**src/rtl/mem_access_unit.sv**
```systemverilog
`default_nettype none
// ============================================================================
//  Module   : mem_access_unit
//  Purpose  : MEM-stage load/store unit in front of a word-wide, word-write-
//             only data memory. Handles byte/halfword/word loads with sign or
//             zero extension, word stores in one cycle, and sub-word stores
//             as a two-cycle read-modify-write. Misaligned or illegal-size
//             requests raise a one-cycle fault pulse and touch no memory.
//  Ports    :
//    clk, rst_n                 clock, asynchronous active-low reset
//    req_valid/we/size/unsigned request qualifiers from the pipeline
//    req_addr, req_wdata        byte address and right-justified store data
//    stall                      hold the MEM stage (sub-word store accept)
//    ld_valid, ld_data          registered load result, one-cycle pulse
//    misaligned                 registered fault pulse
//    mem_A, mem_WE, mem_WD      data memory address / write enable / data
//    mem_RD                     combinational read word at mem_A[31:2]
//  Revision : 1.0  initial release
// ============================================================================
module mem_access_unit (
    input  logic        clk,
    input  logic        rst_n,
    input  logic        req_valid,
    input  logic        req_we,
    input  logic [1:0]  req_size,
    input  logic        req_unsigned,
    input  logic [31:0] req_addr,
    input  logic [31:0] req_wdata,
    output logic        stall,
    output logic        ld_valid,
    output logic [31:0] ld_data,
    output logic        misaligned,
    output logic [31:0] mem_A,
    output logic        mem_WE,
    output logic [31:0] mem_WD,
    input  logic [31:0] mem_RD
);

    localparam logic [1:0] c_SIZE_BYTE = 2'b00;
    localparam logic [1:0] c_SIZE_HALF = 2'b01;
    localparam logic [1:0] c_SIZE_WORD = 2'b10;

    typedef enum logic [0:0] {
        IDLE   = 1'b0,
        RMW_WR = 1'b1
    } state_t;

    state_t      state_q, state_d;
    logic        ld_valid_q, ld_valid_d;
    logic [31:0] ld_data_q, ld_data_d;
    logic        misaligned_q, misaligned_d;
    logic [31:0] merged_q, merged_d;
    logic [31:0] addr_q, addr_d;

    logic        w_accept;
    logic        w_fault;
    logic [7:0]  w_rd_byte;
    logic [15:0] w_rd_half;
    logic [31:0] w_ld_ext;
    logic [31:0] w_merged;

    // rst_n gates acceptance so no combinational write can leak out while
    // the block is held in reset.
    assign w_accept = rst_n && (state_q == IDLE) && req_valid;

    assign w_fault = (req_size == 2'b11)
                  || ((req_size == c_SIZE_HALF) && req_addr[0])
                  || ((req_size == c_SIZE_WORD) && (req_addr[1:0] != 2'b00));

    // Lane selection of the read word (little-endian, lane n = bits 8n+7:8n)
    always_comb begin
        w_rd_byte = mem_RD[7:0];
        case (req_addr[1:0])
            2'd0:    w_rd_byte = mem_RD[7:0];
            2'd1:    w_rd_byte = mem_RD[15:8];
            2'd2:    w_rd_byte = mem_RD[23:16];
            default: w_rd_byte = mem_RD[31:24];
        endcase
    end

    assign w_rd_half = req_addr[1] ? mem_RD[31:16] : mem_RD[15:0];

    always_comb begin
        w_ld_ext = mem_RD;
        case (req_size)
            c_SIZE_BYTE: w_ld_ext = {{24{~req_unsigned & w_rd_byte[7]}}, w_rd_byte};
            c_SIZE_HALF: w_ld_ext = {{16{~req_unsigned & w_rd_half[15]}}, w_rd_half};
            default:     w_ld_ext = mem_RD;
        endcase
    end

    // Merge store data into the addressed lane(s); untouched lanes keep mem_RD
    always_comb begin
        w_merged = mem_RD;
        if (req_size == c_SIZE_HALF) begin
            if (req_addr[1]) w_merged[31:16] = req_wdata[15:0];
            else             w_merged[15:0]  = req_wdata[15:0];
        end else begin
            case (req_addr[1:0])
                2'd0:    w_merged[7:0]   = req_wdata[7:0];
                2'd1:    w_merged[15:8]  = req_wdata[7:0];
                2'd2:    w_merged[23:16] = req_wdata[7:0];
                default: w_merged[31:24] = req_wdata[7:0];
            endcase
        end
    end

    always_comb begin
        state_d      = state_q;
        ld_valid_d   = 1'b0;
        ld_data_d    = ld_data_q;
        misaligned_d = 1'b0;
        merged_d     = merged_q;
        addr_d       = addr_q;
        mem_A        = req_addr;
        mem_WE       = 1'b0;
        mem_WD       = 32'd0;
        stall        = 1'b0;

        if (state_q == RMW_WR) begin
            // Second half of a sub-word store; the held request is ignored
            mem_A   = addr_q;
            mem_WE  = 1'b1;
            mem_WD  = merged_q;
            state_d = IDLE;
        end else if (w_accept) begin
            if (w_fault) begin
                misaligned_d = 1'b1;
            end else if (!req_we) begin
                ld_valid_d = 1'b1;
                ld_data_d  = w_ld_ext;
            end else if (req_size == c_SIZE_WORD) begin
                mem_WE = 1'b1;
                mem_WD = req_wdata;
            end else begin
                stall    = 1'b1;
                merged_d = w_merged;
                addr_d   = {req_addr[31:2], 2'b00};
                state_d  = RMW_WR;
            end
        end
    end

    always_ff @(posedge clk or negedge rst_n) begin
        if (!rst_n) begin
            state_q      <= IDLE;
            ld_valid_q   <= 1'b0;
            ld_data_q    <= 32'd0;
            misaligned_q <= 1'b0;
            merged_q     <= 32'd0;
            addr_q       <= 32'd0;
        end else begin
            state_q      <= state_d;
            ld_valid_q   <= ld_valid_d;
            ld_data_q    <= ld_data_d;
            misaligned_q <= misaligned_d;
            merged_q     <= merged_d;
            addr_q       <= addr_d;
        end
    end

    assign ld_valid   = ld_valid_q;
    assign ld_data    = ld_data_q;
    assign misaligned = misaligned_q;

endmodule
`default_nettype wire

```
**config.mk**
```make
export PLATFORM = sky130hd
export DESIGN_NAME = mem_access_unit
export DESIGN_NICKNAME = d
export VERILOG_FILES = /design/src/rtl/mem_access_unit.sv
export SDC_FILE = /design/constraint.sdc
export NUM_CORES = 1
export LEC_CHECK = 0
export CAP_MARGIN = 20
export CORE_MARGIN = 1.5
export CORE_UTILIZATION = 30
export CTS_CLUSTER_DIAMETER = 50
export DETAILED_ROUTE_END_ITERATION = 6
export SLEW_MARGIN = 10
export SYNTH_ARGS = -nofsm -noshare
export SYNTH_HDL_FRONTEND = slang
export SYNTH_SLANG_ARGS = --single-unit
```
**constraint.sdc**
```tcl
create_clock -name clk -period 1.7 [get_ports clk]
set_input_delay 0.255 -clock clk [delete_from_list [all_inputs] [get_ports clk]]
set_output_delay 0.255 -clock clk [all_outputs]
set_load 0.03 [all_outputs]
```
==> impl_metrics.yaml, run 1 <==
run_status:
  status: "finished, violations left"
  violations: "negative hold slack, negative setup slack"
sta:
  setup_viol: 99
  fin_skew_ns: 0.00559
  period_minus_slack_ns: 2.18
  holdWs_ns: -0.0174
  finalMaxSlewViolations: 0
  fmax_mhz: 460
  rsz0062_at_grt: "true"
  setup_ws_ns: -0.475
  finalHoldViolCount: 42
  worst_pin_slew_ns: 0.494
  max_slew_margin: 0.662
  fin_crit_sh: 1.28
synthesis:
  synth_seq_cells: 97
  ys_types: 39
  synth_warnings: 0
  synthAdderAreaFrac: 0
  synthXorXnorAreaFrac: 0
  synth.area.mux_share: 0.132
  synth-edff-count: 0
  synth.avg_cell_area_sq_um: 9.04
  synth_compound_area_frac: 0.161
  async_flop_share: 1.00
  synth_top_family_by_area: "simple AND/OR/NAND/NOR gates"
  ys.flop_type: "dfrtp_1"
  syn-num-nets: 688
  synth_area_sq_um: 5290
  yosysSeqAreaShare: 0.459
  synth-simple-area-share: 0.200
  synth_cells: 585
clock_tree:
  cts_root_buffer: "clkbuf_16"
  h-tree-depth: 3
  clock_sink_count: 97
  clkTransAtPathRegs_ns: 0.07
  cts_tree: "yes"
  numCtsBuffers: 9
  clk_latency_ns: 0.36
  cts.path.max_buffers: 2
global_routing:
  top_usage_layer: "met2"
  gr-total-overflow: 0
  antenna_found_initial: 0
  grt_pass1_vias: 5462
  grt_max_degree: 95
  use_met2: 0.364
  groute.usage.overall: 0.231
  use_met3: 0.0404
  use_met1: 0.314
  grt_pass1_wl_microns: 31700
power:
  ir_drop_mv: 0.485
  p_leak_uw: 0.00448
  powerDensity_nw_per_um2: 862
worst_setup_path:
  cp-start-kind: "register"
  crit_type: "reg -> out"
  cp-end-kind: "output port"
  critPathArrivalTime_ns: 1.92
  cp.required_ns: 1.44
  crit_fanout: 8
layout:
  final_common_cell: "nand2_1"
  final_core_util: 0.559
  finalNonFillerCells: 1088
  syn_to_final_growth_pct: 82.2
  mostFrequentLayoutCells: "nand2_1, clkdlybuf4s50_1, dfrtp_1"
  final_nets: 961
  final_layout_size_suffix_gt1_frac: 0.368
  final_cell_area_sq_um: 9630
  antenna_cells: 0
place:
  dp_hpwl_microns: 15400
  placed_area_sq_um: 8090
  place_inst: 1037
  gp_congestion: 0.930
  portBuffers: 202
floorplan:
  fp.coreArea_sq_um: 17200
  die_w_microns: 136
  ios: 203
  num_rows: 48
  dieHeight_microns: 136
  dieArea_sq_um: 18400
  initial_core_util: 0.307
flow_run:
  maxCapViolCount: 0
drt:
  vias: 5605
  drt_iter0_markers: 324
  drc: 0
  first_pass_iters: 5
  wire_per_inst_microns: 20.0
  postRouteAntennaNets: 0
  wl_microns: 21700
  viasPerCell: 5.15
min_path:
  hold_class: "in -> async"
[area by class of cell]
type / count / area (sq um)
fill: 1480 / 7600
timing repair buffer: 307 / 3410
multi-input combinational: 436 / 3090
sequential: 97 / 2430
tap: 225 / 282
clock buffer: 10 / 239
clock inverter: 6 / 136
inverter: 6 / 37.5
timing repair inverter: 1 / 11.3
[cells by family after synthesis]
logic type             count (synthesis)
flip-flops                            97
AND/OR/NAND/NOR                      247
multiplexers                          64
buffers and inverters                 52
AO/OA/AOI/OAI                        125
[sequential cells by signal, indices dropped and copies added, names as in the netlist]
name / count
merged_q: 32
ld_valid: 1
ld_data: 32
state_q: 1
misaligned: 1
addr_q: 30
[synth_stat cells (all sizes together) (6+ instances only)]
master | count | area [sq um]
o221ai | 8 | 70.1
a21o | 8 | 60.1
nor2 | 12 | 45.0
mux2i | 19 | 190
mux2 | 45 | 507
nand3 | 37 | 185
nand2 | 171 | 642
clkbuf | 26 | 97.6
o21ai | 35 | 175
o22ai | 9 | 56.3
a22o | 32 | 280
inv | 6 | 27.5
buf | 20 | 126
a22oi | 7 | 52.6
dfrtp | 97 | 2430
nand2b | 12 | 75.1
a21oi | 21 | 116
[routing by layer]
| layer | wire [microns] | up-vias |
|---|---|---|
| met3 | 1290 | 38 |
| met2 | 10100 | 218 |
| li1 | - | 2601 |
| met1 | 9610 | 2748 |
| met5 | 0 | - |
| met4 | 677 | 0 |
[path summary, 6_finish.rpt]
path | to | cells after the start | slack (ns) | startpoint
worst max register to register | ld_data[18] | 10 | -0.34 | state_q
max in group asynchronous | merged_q[1] | 3 | 1.17 | rst_n
worst min register to register | addr_q[26] | 2 | 0.48 | addr_q[26]
min in group clk | misaligned | 4 | 0.45 | rst_n
worst min-delay path | ld_data[5] | 2 | -0.02 | rst_n
worst max-delay path | mem_WD[23] | 6 | -0.48 | state_q
[power breakdown]
group,total (uW),leakage [uW],switching [uW],internal [uW]
registers,3170,0.00122,359,2810
clock network,2580,0.000179,944,1630
logic,2550,0.00309,1350,1200
[per-stage QoR]
stage | worst slack [ns] | power, uW | setup TNS (ns)
after CTS | -0.508 | 8220 | -25.20
after detailed placement | -0.465 | 5530 | -45.60
after floorplan | 0.0156 | 4280 | 0
final | -0.475 | 8300 | -31.33
after global routing | -0.515 | 8660 | -35.56
after global placement | -0.435 | 5470 | -42.50
[timing repair]
| item | CTS | global route |
|---|---|---|
| pin swaps | 10 | 22 |
| endpoints found under the hold margin | 3 | 0 |
| hold buffers | 1 | 0 |
| gates resized for setup | 222 | 100 |
| setup endpoints to repair | 100 | 99 |
| setup buffers | 21 | 11 |
| gates cloned | 7 | 3 |
[critical path, cell delays in order, from the launching register on]
cell and delay [ns]:
dfrtp_2 0.42, and4b_1 0.27, nor3b_4 0.22, buf_4 0.22, buf_16 0.16, a22o_2 0.15
buf_6 0.12
Note: power is estimated with default switching activity, not from simulation.
==> run 2: changes to the inputs <==
--- a/config.mk
+++ b/config.mk
@@ -10,6 +10,7 @@
 export CORE_UTILIZATION = 30
 export CTS_CLUSTER_DIAMETER = 50
 export DETAILED_ROUTE_END_ITERATION = 6
+export GPL_ROUTABILITY_DRIVEN = 0
 export SLEW_MARGIN = 10
 export SYNTH_ARGS = -nofsm -noshare
 export SYNTH_HDL_FRONTEND = slang
==> run 2 against run 1 <==
  * Critical path depth rose by 1
  * Critical endpoint is now mem_WD[31]
  * Routed wire length decreased by 0.12%
  * Sequential power barely moved
  * Via count is 0.16% lower
  * Largest cell class unchanged
  * The run still ends with negative hold slack, negative setup slack left
  * Highest routed layer unchanged
  * Flip-flop and latch count unchanged
  * Die area unchanged
  * Hold slack lost 0.0069 ns
==> impl_metrics.yaml, run 2 (synthesis gave the netlist of run 1 again) <==
place:
  dp_hpwl_microns: 14900
  place_inst: 1038
  portBuffers: 202
floorplan:
  dieHeight_microns: 136
  initial_core_util: 0.307
  num_rows: 48
  ios: 203
  dieArea_sq_um: 18400
  fp.coreArea_sq_um: 17200
  die_w_microns: 136
power:
  p_sw_uw: 2650
  p_sw_frac: 0.336
  ir_drop_mv: 0.441
  powerDensity_nw_per_um2: 810
  share_seq_of_total_power: 0.404
  combPwrFrac: 0.329
  internal_power_uw: 5220
  p_clk_frac: 0.268
  p_leak_uw: 0.00454
worst_setup_path:
  crit_type: "reg -> out"
  critPathArrivalTime_ns: 1.88
  ff2ff_path_depth: 9
  crit_chain: "and4b_1, nor3b_4, buf_6, buf_6, buf_12, a22o_1, buf_6"
  crit_fanout: 5
  cp.required_ns: 1.44
  cp-start-kind: "register"
  cp-end-kind: "output port"
  max_stage_delay_ns: 0.41
  cp.depth: 7
  worst_path_max_delay_cell: "dfrtp_2"
  critPathMostFrequentCell: "buf_6"
  cp.buffers_inverters: 4
  crit_family: "buffers and inverters"
run_status:
  status: "finished, violations left"
  violations: "negative hold slack, negative setup slack"
drt:
  first_pass_iters: 5
  drc: 0
  vias: 5596
  viasPerCell: 5.14
  postRouteAntennaNets: 0
  wire_per_inst_microns: 19.9
  drt_iter0_markers: 366
  wl_microns: 21700
sta:
  holdWs_ns: -0.0242
  fmax_mhz: 469
  worst_pin_slew_ns: 0.518
  period_minus_slack_ns: 2.13
  max_slew_margin: 0.655
  finalMaxSlewViolations: 0
  setup_ws_ns: -0.431
  fin_crit_sh: 1.25
  finalHoldViolCount: 26
  fin_skew_ns: 0.00605
  setup_viol: 99
  rsz0062_at_grt: "true"
flow_run:
  maxCapViolCount: 0
global_routing:
  grt_pass1_vias: 5575
  antenna_found_initial: 0
  grt_pass1_wl_microns: 31600
  gr-total-overflow: 0
  groute.usage.overall: 0.229
  grt_max_degree: 95
clock_tree:
  clock_sink_count: 97
  numCtsBuffers: 9
  cts_tree: "yes"
  h-tree-depth: 3
  clk_latency_ns: 0.35
  cts.path.max_buffers: 2
  cts_root_buffer: "clkbuf_16"
  clkTransAtPathRegs_ns: 0.07
layout:
  mostFrequentLayoutCells: "nand2_1, clkdlybuf4s50_1, dfrtp_1"
  final_layout_size_suffix_gt1_frac: 0.381
  final_common_cell: "nand2_1"
  antenna_cells: 0
  fill_cells: 1457
  final_core_util: 0.564
  finalNonFillerCells: 1089
  syn_to_final_growth_pct: 83.8
  final_nets: 962
min_path:
  hold_class: "in -> async"
run 2: worst paths after layout:
kind	endpoint	from	slack [ns]
worst max-delay path	mem_WD[31]	state_q	-0.43
worst min-delay path	merged_q[5]	rst_n	-0.02
worst max register to register	ld_data[20]	state_q	-0.26
worst min register to register	addr_q[27]	addr_q[27]	0.48
max in group asynchronous	merged_q[0]	rst_n	1.17
min in group clk	misaligned	rst_n	0.44
run 2: timing repair:
| action | 4_1_cts | 5_1_grt |
|---|---|---|
| buffers inserted | 17 | 9 |
| hold buffers | 1 | 0 |
| gates resized for setup | 215 | 98 |
| pin swaps | 4 | 20 |
| hold endpoints to repair | 3 | 0 |
| setup endpoints to repair | 85 | 111 |
| cloned | 8 | 7 |
run 2: power by group through the flow:
stage	Clock (uW)	Combinational, uW	Sequential [uW]
finish	2110	2590	3180
global route	2220	2780	3240
CTS	2140	2460	3170
detailed placement	0	2350	3180
global placement	0	2300	3170
floorplan	0	850	3430
run 2: layout make-up:
cell class                 count  area (sq um)  share of cell area
timing repair inverter         1          8.76            0.000901
multi-input combinational    437          3190               0.328
timing repair buffer         307          3470               0.357
clock buffer                  10           239              0.0246
clock inverter                 6          66.3             0.00682
sequential                    97          2430               0.250
inverter                       6          38.8             0.00399
tap                          225           282              0.0290
run 2: per-layer routing:
| metal | vias up | track usage | wire, microns |
|---|---|---|---|
| met5 | - | 0 | 0 |
| met4 | 0 | 0.0842 | 470 |
| met3 | 29 | 0.0438 | 1420 |
| met2 | 244 | 0.373 | 10500 |
| met1 | 2721 | 0.300 | 9320 |
| li1 | 2602 | - | - |
run 2: metrics by stage:
| step | power (uW) | hold slack, ns | area (sq um) | TNS [ns] | setup slack, ns |
|---|---|---|---|---|---|
| floorplan | 4280 | -0.0406 | 5340 | 0 | 0.0156 |
| global placement | 5480 | 0.194 | 8110 | -43.47 | -0.444 |
| detailed placement | 5530 | 0.193 | 8110 | -46.52 | -0.448 |
| CTS | 7760 | 0.0163 | 9190 | -29.68 | -0.453 |
| global route | 8240 | 0.0222 | 9720 | -35.73 | -0.541 |
| finish | 7870 | -0.0242 | 9720 | -28.64 | -0.431 |
==> run 3: changes to the inputs <==
--- a/config.mk
+++ b/config.mk
@@ -11,6 +11,7 @@
 export CTS_CLUSTER_DIAMETER = 50
 export DETAILED_ROUTE_END_ITERATION = 6
 export GPL_ROUTABILITY_DRIVEN = 0
+export GPL_TIMING_DRIVEN = 0
 export SLEW_MARGIN = 10
 export SYNTH_ARGS = -nofsm -noshare
 export SYNTH_HDL_FRONTEND = slang
==> run 3 against run 2 <==
  * Flip-flop and latch count stayed put
  * Core utilization is 6.7 points lower
  * Hold slack better by 0.35 ns
  * Fmax is 1.2% higher
  * Non-clock buffer count is 33 lower
  * Highest routed layer unchanged
  * The flow finishes with violations (negative setup slack)
  * Design area is 12% lower
  * Combinational power is 9.7% lower
==> impl_metrics.yaml, run 3 (synthesis gave the netlist of run 1 again) <==
run_status:
  status: "finished, violations left"
  violations: "negative setup slack"
layout:
  final_cell_area_sq_um: 8560
  final_layout_size_suffix_gt1_frac: 0.283
  syn_to_final_growth_pct: 61.9
  final_common_cell: "nand2_1"
  final_nets: 927
  mostFrequentLayoutCells: "nand2_1, clkdlybuf4s50_1, dfrtp_1"
clock_tree:
  clock_sink_count: 97
  cts_tree: "yes"
  h-tree-depth: 3
  clkTransAtPathRegs_ns: 0.07
  cts.path.max_buffers: 2
  cts_root_buffer: "clkbuf_16"
  numCtsBuffers: 9
  clk_latency_ns: 0.35
place:
  placed_area_sq_um: 7650
  portBuffers: 200
  dp_hpwl_microns: 15200
  preCtsSetupSlack_ns: -1.53
sta:
  holdWs_ns: 0.329
  max_slew_margin: 0.643
  rsz0062_at_grt: "true"
  fin_skew_ns: 0.00565
  fin_setup_tns_ns: -20.41
  finalHoldViolCount: 0
  worst_pin_slew_ns: 0.535
  setup_ws_ns: -0.406
  setup_viol: 76
  period_minus_slack_ns: 2.11
  fin_crit_sh: 1.24
  finalMaxSlewViolations: 0
  fmax_mhz: 475
drt:
  drt_iter0_markers: 237
  postRouteAntennaNets: 0
  vias: 5341
  wl_microns: 20000
  viasPerCell: 5.06
  drc: 0
  wire_per_inst_microns: 18.9
  first_pass_iters: 4
floorplan:
  die_w_microns: 136
  initial_core_util: 0.307
  dieHeight_microns: 136
  ios: 203
  fp.coreArea_sq_um: 17200
  dieArea_sq_um: 18400
  num_rows: 48
worst_setup_path:
  worst-r2r-setup-slack_ns: -0.05
  cp-end-kind: "output port"
  timing.rr.start: "state_q"
  crit_fanout: 10
  crit_type: "reg -> out"
  ff2ff_path_depth: 5
  cp-start-kind: "register"
  cp.required_ns: 1.44
  critPathArrivalTime_ns: 1.85
  rr_endpoint: "ld_data[23]"
flow_run:
  maxCapViolCount: 0
global_routing:
  grt_max_degree: 49
  grt_pass1_wl_microns: 30300
  antenna_found_initial: 1
  groute.usage.overall: 0.217
  grt_pass1_vias: 5437
  gr-total-overflow: 0
min_path:
  whs_path_depth: 3
  hold_class: "in -> reg"
  hp-start: "req_size[1]"
  min_to: "ld_data[1]"
power:
  p_leak_uw: 0.00396
  powerDensity_nw_per_um2: 889
  ir_drop_mv: 0.547
-- run 3: cell type report --
cell class,count,area (sq um)
fill,1602,8680
multi-input combinational,436,2790
sequential,97,2430
timing repair buffer,230,2380
buffer,44,339
tap,225,282
clock buffer,10,239
clock inverter,6,73.8
inverter,6,27.5
antenna,1,2.50
-- run 3: per-layer routing --
metal / vias to the layer above / track usage / share of wire
li1: 2523 / - / -
met5: - / 0 / 0
met1: 2586 / 0.281 / 0.43
met4: 0 / 0.0675 / 0.022
met3: 30 / 0.0565 / 0.080
met2: 202 / 0.356 / 0.47
-- run 3: timing repair --
item | 4_1_cts | 5_1_grt
resized for setup | 463 | 86
gates cloned | 2 | 0
buffers inserted | 17 | 6
endpoints found under the setup margin | 162 | 144
endpoints found under the hold margin | 48 | 0
hold buffers | 4 | 0
pin swaps | 3 | 2
-- run 3: worst max path at each step --
stage | start | to | depth (start not counted) | slack [ns]
global route | state_q | mem_WD[1] | 6 | -0.48
global placement | rst_n | mem_WD[10] | 6 | -4.64
floorplan | req_size[0] | mem_WD[10] | 5 | 0.02
detailed placement | rst_n | stall | 7 | -1.53
finish | state_q | mem_WD[4] | 6 | -0.41
CTS | state_q | mem_WD[3] | 6 | -0.41
-- run 3: through the flow --
stage               std cells  power (uW)   util
floorplan                 585        4280      -
global placement         1010        5320  0.442
detailed placement       1011        5380  0.444
CTS                      1050        7650  0.492
global route             1054        7980  0.496
finish                   1055        7610  0.497
-- run 3: where the power goes --
group	switching, uW	internal, uW
Combinational	1270	1070
Clock	952	1200
Sequential	297	2810
-- run 3: critical path: stages (launching register included) --
cell and delay (ns):
dfrtp_1 0.42, and4b_1 0.28, nor3b_4 0.19, buf_6 0.16
buf_8 0.15, a22o_2 0.17, buf_6 0.13
